==> src/rtl/reg_xfer_seq.sv <==
// reg_xfer_seq: round-robin sequencer for register-to-register transfers and
// clears on a shared internal bus. It drives one-hot output-enable, latch and
// clear strobes plus the common hold line, and every output is registered.
// After RELEASE the sequencer spends one turnaround cycle in IDLE without
// arbitrating. This gives requesters a cycle to act on done/gnt before a level
// request is treated as new, and sets the 5-cycle copy / 4-cycle clear issue
// interval.
module reg_xfer_seq #(
  parameter int NREQ = 4,
  parameter int NREG = 8,
  parameter int REGW = 3
) (
  input  logic                 CLK,
  input  logic                 rst_n,
  input  logic [NREQ-1:0]      req,
  input  logic [NREQ*REGW-1:0] req_src,
  input  logic [NREQ*REGW-1:0] req_dst,
  input  logic [NREQ-1:0]      req_clr,
  output logic [NREQ-1:0]      gnt,
  output logic [NREQ-1:0]      done,
  output logic                 busy,
  output logic [NREG-1:0]      oe_bus,
  output logic                 hold,
  output logic [NREG-1:0]      latch,
  output logic [NREG-1:0]      clear
);

  localparam int RRW = (NREQ > 1) ? $clog2(NREQ) : 1;

  typedef enum logic [2:0] {
    S_IDLE    = 3'd0,
    S_DRIVE   = 3'd1,
    S_CAPTURE = 3'd2,
    S_ZERO    = 3'd3,
    S_RELEASE = 3'd4
  } state_t;

  // Register index to one-hot strobe; out-of-range indices give no strobe.
  function automatic logic [NREG-1:0] reg_dec(input logic [REGW-1:0] idx);
    logic [NREG-1:0] v;
    v = '0;
    for (int i = 0; i < NREG; i++) begin
      if (int'(idx) == i) begin
        v[i] = 1'b1;
      end else begin
        v[i] = v[i];
      end
    end
    return v;
  endfunction

  // Requester number to one-hot vector.
  function automatic logic [NREQ-1:0] req_dec(input logic [RRW-1:0] w);
    logic [NREQ-1:0] v;
    v = '0;
    for (int i = 0; i < NREQ; i++) begin
      if (int'(w) == i) begin
        v[i] = 1'b1;
      end else begin
        v[i] = v[i];
      end
    end
    return v;
  endfunction

  state_t          state_q, state_d;
  logic [RRW-1:0]  rr_q, rr_d;
  logic [RRW-1:0]  win_q, win_d;
  logic [REGW-1:0] src_q, src_d;
  logic [REGW-1:0] dst_q, dst_d;
  logic            settle_q, settle_d;
  logic [NREQ-1:0] gnt_q, gnt_d;
  logic [NREQ-1:0] done_q, done_d;
  logic            busy_q, busy_d;
  logic [NREG-1:0] oe_q, oe_d;
  logic            hold_q, hold_d;
  logic [NREG-1:0] latch_q, latch_d;
  logic [NREG-1:0] clear_q, clear_d;

  logic            found_s;
  logic [RRW-1:0]  win_s;
  logic [RRW-1:0]  cand_s;
  logic [REGW-1:0] wsrc_s;
  logic [REGW-1:0] wdst_s;
  logic            wclr_s;

  // Round-robin pick starting at rr_q, plus the winner's request fields.
  always_comb begin
    found_s = 1'b0;
    win_s   = rr_q;
    cand_s  = rr_q;
    wsrc_s  = '0;
    wdst_s  = '0;
    wclr_s  = 1'b0;
    for (int k = 0; k < NREQ; k++) begin
      cand_s = RRW'((int'(rr_q) + k) % NREQ);
      if (!found_s && req[cand_s]) begin
        found_s = 1'b1;
        win_s   = cand_s;
      end else begin
        win_s   = win_s;
      end
    end
    for (int i = 0; i < NREQ; i++) begin
      if (int'(win_s) == i) begin
        wsrc_s = req_src[i*REGW +: REGW];
        wdst_s = req_dst[i*REGW +: REGW];
        wclr_s = req_clr[i];
      end else begin
        wsrc_s = wsrc_s;
      end
    end
  end

  // Next state, captured operation and next registered output values.
  always_comb begin
    state_d  = state_q;
    rr_d     = rr_q;
    win_d    = win_q;
    src_d    = src_q;
    dst_d    = dst_q;
    settle_d = 1'b0;
    gnt_d    = '0;
    done_d   = '0;
    oe_d     = '0;
    hold_d   = 1'b1;
    latch_d  = '0;
    clear_d  = '0;
    case (state_q)
      S_IDLE: begin
        if (!settle_q && found_s) begin
          win_d = win_s;
          rr_d  = RRW'((int'(win_s) + 1) % NREQ);
          src_d = wsrc_s;
          dst_d = wdst_s;
          gnt_d = req_dec(win_s);
          if (wclr_s) begin
            state_d = S_ZERO;
            clear_d = reg_dec(wdst_s);
          end else begin
            state_d = S_DRIVE;
            oe_d    = reg_dec(wsrc_s);
            hold_d  = 1'b0;
          end
        end else begin
          state_d = S_IDLE;
        end
      end
      S_DRIVE: begin
        state_d = S_CAPTURE;
        oe_d    = reg_dec(src_q);
        latch_d = reg_dec(dst_q);
        hold_d  = 1'b0;
      end
      S_CAPTURE: begin
        state_d = S_RELEASE;
        done_d  = req_dec(win_q);
      end
      S_ZERO: begin
        state_d = S_RELEASE;
        done_d  = req_dec(win_q);
      end
      S_RELEASE: begin
        state_d  = S_IDLE;
        settle_d = 1'b1;
      end
      default: begin
        state_d = S_IDLE;
      end
    endcase
    busy_d = (state_d != S_IDLE);
  end

  // State and output registers with synchronous active-low reset.
  always_ff @(posedge CLK) begin
    if (!rst_n) begin
      state_q  <= S_IDLE;
      rr_q     <= '0;
      win_q    <= '0;
      src_q    <= '0;
      dst_q    <= '0;
      settle_q <= 1'b0;
      gnt_q    <= '0;
      done_q   <= '0;
      busy_q   <= 1'b0;
      oe_q     <= '0;
      hold_q   <= 1'b1;
      latch_q  <= '0;
      clear_q  <= '0;
    end else begin
      state_q  <= state_d;
      rr_q     <= rr_d;
      win_q    <= win_d;
      src_q    <= src_d;
      dst_q    <= dst_d;
      settle_q <= settle_d;
      gnt_q    <= gnt_d;
      done_q   <= done_d;
      busy_q   <= busy_d;
      oe_q     <= oe_d;
      hold_q   <= hold_d;
      latch_q  <= latch_d;
      clear_q  <= clear_d;
    end
  end

  assign gnt    = gnt_q;
  assign done   = done_q;
  assign busy   = busy_q;
  assign oe_bus = oe_q;
  assign hold   = hold_q;
  assign latch  = latch_q;
  assign clear  = clear_q;

endmodule
==> config.mk <==
export PLATFORM = sky130hd
export DESIGN_NAME = reg_xfer_seq
export DESIGN_NICKNAME = d
export VERILOG_FILES = /design/src/rtl/reg_xfer_seq.sv
export SDC_FILE = /design/constraint.sdc
export NUM_CORES = 1
export LEC_CHECK = 0
export CAP_MARGIN = 20
export CORE_MARGIN = 3
export CORE_UTILIZATION = 44
export CTS_CLUSTER_DIAMETER = 100
export DETAILED_ROUTE_END_ITERATION = 10
export GPL_TIMING_DRIVEN = 0
export PLACE_DENSITY = 0.79
export REMOVE_ABC_BUFFERS = 1
export SLEW_MARGIN = 20
export SYNTH_ARGS = -nofsm -noshare
export SYNTH_HDL_FRONTEND = slang
export SYNTH_SLANG_ARGS = --single-unit
export TNS_END_PERCENT = 50
==> constraint.sdc <==
create_clock -name CLK -period 3.4 [get_ports CLK]
set_input_delay 0.68 -clock CLK [delete_from_list [all_inputs] [get_ports CLK]]
set_output_delay 0.68 -clock CLK [all_outputs]
set_load 0.05 [all_outputs]
Word-level counts from Yosys, hierarchy flattened. Cells that the tools add are included. W data, S select, Z words.

Bits in registers: 48. Input bits: 34. Output and inout port bits: 34. Logic and storage cells: 158.

$add $sub $neg: 4. Order comparisons: 4. Eq/ne operators: 38. Muxes and demuxes: 77. Reductions and logical operators: 22.

Operators with widths (number): $mux W1 (55); $eq A3 B3 Y1 const B (17); $eq A3 B2 Y1 const B (10); $mux W3 (9); $mux W8 (2); $pmux W8 S2 (1); $eq A3 B1 Y1 const B (5); $logic_not A3 Y1 (5); $lt A2 B3 Y1 const B (4); $pmux W3 S3 (1); $bmux W1 S2 (4); $eq A2 B2 Y1 const B (4); $mux W2 (4); $reduce_and A2 Y1 (3); $add A2 B1 Y2 const B (2); $add A2 B2 Y2 const B (2); $eq A2 B1 Y1 const B (2); $logic_and A1 B1 Y1 (4); $logic_not A1 Y1 (4); $logic_not A2 Y1 (2); $reduce_and A4 Y1 (1); $reduce_and A3 Y1 (1); $reduce_bool A3 Y1 (1); $pmux W1 S2 (1); $reduce_or A2 Y1 (1).

Longest topological paths before layout. Gate-level depths: netlist of run 1.

Word-level depth: 22. Gate-level depth with buffers: 12.

Least setup slack after synthesis of run 1. No wires, ideal clock.

Path type: in2reg. From: in req[2]. To: reg clear_q[1] (netlist: clear[1]). Setup time: 0.115 ns. Arrival time: 2.680 ns. Data required time: 3.285 ns. Path slack: 0.605 ns. Stages: 9. Cells stage by stage: a22o_1 a211oi_1 inv_1 ha_1 nor2b_2 a221o_1 a22oi_1 nand2b_1 nor2_1.

Word-level cells in the longest chain between the ends: 19. Elaborated cells between the ends (all ways): 37. Those cells by class: 4 x eq/ne; 24 x mux; 9 x reduce/logical.

RTL lines: from (decl) (line 15) `input logic [NREQ-1:0] req,`; $bmux W1 S2 (line 97) `if (!found_s && req[cand_s]) begin`; $mux W1 (implied by the code) (line 97); $mux W1 (line 97); $logic_not A1 Y1 (line 97); $logic_and A1 B1 Y1 (line 97); $mux W1 (line 97); $logic_not A1 Y1 (line 97); $logic_and A1 B1 Y1 (line 97); $mux W1 (line 97); $logic_not A1 Y1 (line 97); $logic_and A1 B1 Y1 (line 97); $mux W2 * (line 97); via win_s[0] (line 81) `logic [RRW-1:0] win_s;`; $logic_not A2 Y1 (line 105) `if (int'(win_s) == i) begin`; $mux W3 (4 in series) (line 105); $eq A3 B2 Y1 (line 43) `if (int'(idx) == i) begin`; $mux W1 (line 43); to (signal assigned) (line 203) `clear_q <= clear_d;`; to (decl) (line 78) `logic [NREG-1:0] clear_q, clear_d;`.

Mark *: on every way through the listed nets, which the timed path passes. The rest lies on a longest branch. The select of a mux whose other input is x is not followed. A chain may end at the register's enable or synchronous reset.

Worst setup path in the final report of run 1.
From: in req[0]. To: reg oe_q[0] (netlist: oe_bus[0]).

Word-level cells in the longest chain between the ends: 22. Elaborated cells between the ends (all ways): 39. Those cells by class: 3 x eq/ne; 27 x mux; 9 x reduce/logical.

RTL lines: $bmux W1 S2 (line 97); $mux W1 (implied by the code) (line 97); $mux W1 (line 97); $logic_not A1 Y1 (line 97); $logic_and A1 B1 Y1 (line 97); $mux W1 (line 97); $logic_not A1 Y1 (line 97); $logic_and A1 B1 Y1 (line 97); (+4 left out); via win_s[1] (line 81); $logic_not A2 Y1 (line 105); $mux W3 (4 in series) (line 105); $logic_not A3 Y1 (line 43); $mux W1 (line 43); $mux W8 * (line 137) `if (wclr_s) begin`; $mux W8 * (line 131) `if (!settle_q && found_s) begin`; $pmux W8 S2 * (line 129) `case (state_q)`; to (signal assigned) (line 186) `oe_q <= '0;`; to (signal assigned) (line 200) `oe_q <= oe_d;`; to (decl) (line 75) `logic [NREG-1:0] oe_q, oe_d;`.

Marked as above.

==> results of run 1 <==
==> layer usage <==
layer	global-route usage (%)	wire, um	vias up
met1	22.1	1950	791
met5	0	0	-
li1	-	-	861
met2	29.1	2010	62
met3	5.33	309	6
met4	6.05	68	0
==> registers in the layout (all words and copies together), names as in the netlist <==
signal,cells
oe_bus,8
hold,1
state_q,3
rr_q,2
win_q,2
busy,1
gnt,4
latch,8
done,4
src_q,3
dst_q,3
settle_q,1
clear,8
==> what timing repair did <==
item | in CTS | in global routing
hold buffers | 0 | 0
resized for setup | 3 | 11
pin swaps | 0 | 1
endpoints found under the setup margin | 12 | 21
==> critical path, stage by stage <==
cell and delay (ns):
clkdlybuf4s50_1 0.59, a21oi_1 0.09, o21ai_0 0.51, inv_1 0.23
ha_4 0.27, nand2b_1 0.19, o22ai_1 0.20, a21oi_2 0.10
or3b_1 0.41, o21ai_0 0.16
==> final cells by class <==
type                            count  area share (%)
Clock buffer                        7            3.12
Sequential cell                    48            34.7
Clock inverter                      1           0.271
Timing Repair Buffer               67            24.2
Multi-Input combinational cell    141            34.1
Inverter                           10            1.36
Tap cell                           50            2.26
==> stage by stage <==
stage / hold WS [ns] / TNS [ns]
2_1_floorplan: 0.442 / 0
3_3_place_gp: 0.474 / -5.80
3_5_place_dp: 0.475 / -6.95
4_1_cts: 0.490 / 0
5_1_grt: 0.503 / 0
6_report: 0.489 / 0
==> path summary, 6_finish.rpt <==
| check | start | to | slack (ns) | cells after the start |
|---|---|---|---|---|
| setup reg to reg | rr_q[0]$_SDFFE_PN0P_ | oe_bus[0]$_SDFF_PN0_ | 0.70 | 10 |
| hold / removal | win_q[1]$_SDFFE_PN0P_ | done[1]$_SDFF_PN0_ | 0.49 | 1 |
| hold reg to reg | win_q[1]$_SDFFE_PN0P_ | done[1]$_SDFF_PN0_ | 0.49 | 1 |
| setup / recovery | req[0] | oe_bus[0]$_SDFF_PN0_ | 0.17 | 10 |
==> cell usage in the layout, fill, tap and decap left out, types with 2 or more instances in the layout <==
| cell | instances |
|---|---|
| dfxtp_1 | 48 |
| mux2i_1 | 4 |
| a211oi_4 | 2 |
| inv_1 | 10 |
| a21oi_1 | 13 |
| or3_1 | 3 |
| a22oi_1 | 3 |
| a22oi_2 | 2 |
| o21ai_0 | 11 |
| or4b_2 | 2 |
| nor3b_1 | 3 |
| nand3_1 | 2 |
| clkdlybuf4s50_1 | 67 |
| nor2_1 | 21 |
| a221o_1 | 2 |
| and3_1 | 7 |
| a211oi_1 | 2 |
| nand3b_1 | 3 |
| o22ai_1 | 6 |
| ha_4 | 2 |
| a21oi_2 | 2 |
| nand2_1 | 10 |
| clkbuf_8 | 6 |
| nand2b_1 | 12 |
| nor2b_1 | 6 |
| nor3_1 | 5 |
| o32ai_1 | 2 |
==> cell families after synthesis <==
kind of cell    share of synthesized area (%)
compound gates                           17.6
flops                                    50.6
mux                                      2.11
fa+ha+maj                                2.64
simple gates                             23.3
buf+inv                                  3.82
==> power breakdown <==
group	total [mW]	internal, mW	switching [mW]
sequential	0.792	0.689	0.103
combinational	1.14	0.437	0.702
clock	0.342	0.165	0.176
==> flow_summary.yaml, run 1 <==
layout:
  seq_area_sq_um: 961
  antennaDiodeCount: 0
  final_cells: 324
  multi_input_area_sq_um: 945
  synthToLayoutAreaGrowth_pct: 45.8
  fillerInstances: 350
  fin_area_sq_um: 2770
  drive_above_1_share_pct: 9.12
  nets: 311
  postLayoutCoreUtil_pct: 67.8
drt:
  viasPerCell: 5.31
  wl_um: 4340
  drt_iter0_drc: 58
  routed-via-count: 1720
  drc_errors: 0
  wl_per_cell_um: 13.4
  dr.pass1.iters: 4
  ant_nets: 0
logic_synthesis:
  yosys-top-cells-count: "dfxtp_1, nor2_1, a21oi_1"
  syn-cell-area_sq_um: 1900
  synthMostInstantiatedCell: "dfxtp_1"
  yosys.cell_types.count: 37
  synth_seq_area_share_pct: 50.6
  synth_edf_count: 0
  ys_ff_latch: 48
  async_flop_share_pct: 0
  synthTopCellsByArea: "dfxtp_1, nor2_1, a21oi_1"
  yosys.area.top_type_share_pct: 50.6
  yosys.area.top_type: "dfxtp_1"
  syn_inst: 206
  synth_ff_type: "dfxtp_1"
  yosysWarnings: 0
  syn-mean-instance-area_sq_um: 9.22
global_routing:
  grt_pass1_wl_um: 7320
  grt_max_degree: 22
  antenna_found_initial: 0
  first_global_vias: 1629
  grt_usage_pct: 17.7
  grt_overflow: 0
clock_network:
  clockBufferDepth: 2
  cts_tree: "built"
  clkSinkCount: 48
  insertion_delay_ns: 0.29
  cts_buffers: 5
  cts-root-buf: "clkbuf_8"
  htree_levels: 2
  postCtsSetupRepairBufs: 0
  path_clk_slew_ns: 0.08
sta:
  finalCriticalPeriod_ns: 3.23
  worst_slew_margin_rel_pct: 42.2
  fin_crit_sh_pct: 94.9
  rsz0062_at_grt: "no"
  hold_viol: 0
  setup_violations: 0
  slew_violations: 0
  tightest_slew_ns: 0.865
  timing.final.ws_setup_ns: 0.173
  max_freq_mhz: 310
  fin_skew_ns: 0.00408
placement:
  placed_cell_area_sq_um: 2610
  dpl_worst_slack_ns: -0.440
  placed_cells: 316
  port_buffers: 67
  place.gp.congestion: 0.811
  dp_hpwl_um: 3240
floorplan:
  die_h_um: 71.7
  ios: 68
  die_area_sq_um: 5140
  die_x_um: 71.7
  start_util_pct: 46.5
  core_area_sq_um: 4090
  num_rows: 23
power_and_ir_drop:
  vdd_drop_max_uv: 406
  finalPower_mw: 2.27
  power_density_nw_per_um2: 820
  cellLeakagePower_nw: 1.05
worst_setup_path:
  crit_required_ns: 3.62
  end_kind: "register"
  path_class: "primary input to register"
  startpoint_type: "primary input"
  cp.arrival_ns: 3.45
  critPathMaxFanout: 13
worst_hold_path:
  hold_class: "register to register"
run_status:
  outcome: "completed"
job:
  cap_violations: 0
Power figures use the tool's default switching activity.
==> run 2: changes to the inputs <==
--- a/config.mk
+++ b/config.mk
@@ -9,6 +9,7 @@
 export CORE_MARGIN = 3
 export CORE_UTILIZATION = 44
 export CTS_CLUSTER_DIAMETER = 100
+export CTS_CLUSTER_SIZE = 28
 export DETAILED_ROUTE_END_ITERATION = 10
 export GPL_TIMING_DRIVEN = 0
 export PLACE_DENSITY = 0.79
@@ -17,4 +18,4 @@
 export SYNTH_ARGS = -nofsm -noshare
 export SYNTH_HDL_FRONTEND = slang
 export SYNTH_SLANG_ARGS = --single-unit
-export TNS_END_PERCENT = 50
+export TNS_END_PERCENT = 30
==> results of run 2 <==
Same layout as run 1: the final DEF is identical, and so are final timing and power.
==> run 3: changes to the inputs <==
--- a/config.mk
+++ b/config.mk
@@ -7,13 +7,14 @@
 export LEC_CHECK = 0
 export CAP_MARGIN = 20
 export CORE_MARGIN = 3
-export CORE_UTILIZATION = 44
+export CORE_UTILIZATION = 40
 export CTS_CLUSTER_DIAMETER = 100
 export CTS_CLUSTER_SIZE = 28
 export DETAILED_ROUTE_END_ITERATION = 10
 export GPL_TIMING_DRIVEN = 0
-export PLACE_DENSITY = 0.79
+export PLACE_DENSITY = 0.73
 export REMOVE_ABC_BUFFERS = 1
+export SETUP_SLACK_MARGIN = 0.2
 export SLEW_MARGIN = 20
 export SYNTH_ARGS = -nofsm -noshare
 export SYNTH_HDL_FRONTEND = slang
==> run 3 against run 2 <==
Cell area increased by 2.0%. Global-route usage decreased by 0.83 points. First-iteration DRC count increased by 16%. Sequential power about the same. Wire length grew 7.5%. Total power rose by 4.1%. Clock skew up 0.0024 ns. Critical path depth grew 1. Fmax rose by 4.6%. Count of clock-buffer cells in the layout decreased by 2. Critical endpoint unchanged.
==> flow_summary.yaml, run 3 (synthesis gave the netlist of run 1 again) <==
worst_setup_path:
  critical-path-top-delay-family: "compound AO/OA/AOI/OAI gates"
  startpoint_type: "primary input"
  worstSetupPathDepth: 11
  path_buf_inv: 2
  slowest_delay_ns: 0.61
  r2r_cells: 10
  critical_path.cell_chain: "clkdlybuf4s50_1 -> nand2b_1 -> a21oi_1 -> a211oi_4 -> buf_4 -> ha_2 -> nor2b_2 -> a22oi_1 -> a21oi_2 -> or3b_1 -> o21ai_0"
  end_kind: "register"
  cp.arrival_ns: 3.31
  critPathMaxFanout: 10
  crit_required_ns: 3.62
  path_class: "primary input to register"
  slowest_stage: "clkdlybuf4s50_1"
placement:
  place.gp.congestion: 0.828
  dp_hpwl_um: 3350
  port_buffers: 67
clock_network:
  ctsHoldBuffers: 0
  htree_levels: 2
  cts-root-buf: "clkbuf_8"
  clockBufferDepth: 2
  cts_tree: "built"
  insertion_delay_ns: 0.30
  clkSinkCount: 48
  cts_buffers: 5
  path_clk_slew_ns: 0.09
global_routing:
  grt_pass1_wl_um: 7170
  grt_usage_pct: 16.9
  grt_max_degree: 22
  grt_overflow: 0
  antenna_found_initial: 0
  first_global_vias: 1540
floorplan:
  core_area_sq_um: 4470
  die_area_sq_um: 5610
  num_rows: 24
  start_util_pct: 42.4
  ios: 68
  die_h_um: 74.9
  die_x_um: 74.9
power_and_ir_drop:
  cellLeakagePower_nw: 1.07
  vdd_drop_max_uv: 401
  finalPower_mw: 2.37
  power_density_nw_per_um2: 837
sta:
  fin_crit_sh_pct: 90.7
  hold_viol: 0
  rsz0062_at_grt: "yes"
  max_freq_mhz: 324
  worst_slew_margin_rel_pct: 40.4
  slew_violations: 0
  setup_violations: 0
  hold_slack_ns: 0.487
  fin_skew_ns: 0.00649
  finalCriticalPeriod_ns: 3.08
  tightest_slew_ns: 0.891
layout:
  nets: 313
  fillerInstances: 408
  final_cell_mix: "clkdlybuf4s50_1, dfxtp_1, nor2_1, a21oi_1, nand2b_1"
  final_common_cell: "clkdlybuf4s50_1"
  antennaDiodeCount: 0
  synthToLayoutAreaGrowth_pct: 48.8
  drive_above_1_share_pct: 11.2
job:
  cap_violations: 0
drt:
  drc_errors: 0
  wl_um: 4660
  wl_per_cell_um: 14.2
  ant_nets: 0
  routed-via-count: 1715
  dr.pass1.iters: 4
  drt_iter0_drc: 67
  viasPerCell: 5.23
worst_hold_path:
  min_path_cells: 1
  hold_class: "register to register"
run_status:
  outcome: "completed"
[run 3: changes by cell type in the layout (fill, tap and decap cells not counted), sizes merged]
cell,before,now
clkbuf,7,5
bufinv,0,1
buf,0,2
inv,10,11
[run 3: metal layers]
layer  up-vias  routed length (um)  global-route usage, %
met2        65                2240                   27.9
met1       778                2050                   20.7
met3         7                 282                   3.60
li1        865                   -                      -
met4         0                  92                   8.50
met5         -                   0                      0
[run 3: path summary, 6_finish.rpt]
path,startpoint,to,slack [ns]
worst max-delay path,req[1],oe_bus[0]$_SDFF_PN0_,0.32
worst min-delay path,win_q[1]$_SDFFE_PN0P_,done[1]$_SDFF_PN0_,0.49
worst max register to register,rr_q[0]$_SDFFE_PN0P_,oe_bus[0]$_SDFF_PN0_,0.85
worst min register to register,win_q[1]$_SDFFE_PN0P_,done[1]$_SDFF_PN0_,0.49
[run 3: power by group]
group	total [mW]	leakage [nW]	switching, mW	internal, mW
clock	0.417	0.0548	0.195	0.222
combinational	1.16	0.624	0.705	0.454
sequential	0.790	0.391	0.101	0.689
total	2.37	1.07	1.00	1.36
[run 3: layout make-up]
class	instances	area (sq um)	area share, %
timing repair buffer	69	686	24.3
tap	52	65.1	2.30
multi-input combinational	141	962	34.0
inverter	10	37.5	1.33
clock inverter	3	46.3	1.64
sequential	48	961	34.0
clock buffer	5	68.8	2.43
[run 3: metrics by stage]
| step | setup TNS [ns] | setup slack (ns) | area [sq um] | util (%) | cells |
|---|---|---|---|---|---|
| 2_1_floorplan | 0 | 0.596 | 1860 | - | 199 |
| 3_3_place_gp | -5.19 | -0.331 | 2600 | 58.1 | 318 |
| 3_5_place_dp | -5.75 | -0.325 | 2610 | 58.3 | 318 |
| 4_1_cts | 0 | 0.204 | 2750 | 61.4 | 326 |
| 5_1_grt | 0 | 0.134 | 2830 | 63.2 | 328 |
| 6_report | 0 | 0.315 | 2830 | 63.2 | 328 |
[run 3: worst register-to-register path, cell delays in order, from the launching register on]
cell	delay, ns
dfxtp_1	0.40
inv_1	0.09
a22o_1	0.24
a211oi_4	0.25
buf_4	0.17
ha_2	0.30
nor2b_2	0.12
a22oi_1	0.21
a21oi_2	0.15
or3b_1	0.39
o21ai_0	0.16
[run 3: repair_timing]
action                                  CTS  global route
endpoints found under the setup margin   21            19
buffers inserted                          0             2
hold endpoints to repair                  0             0
pin swaps                                 0             1
gates resized for setup                   7            12
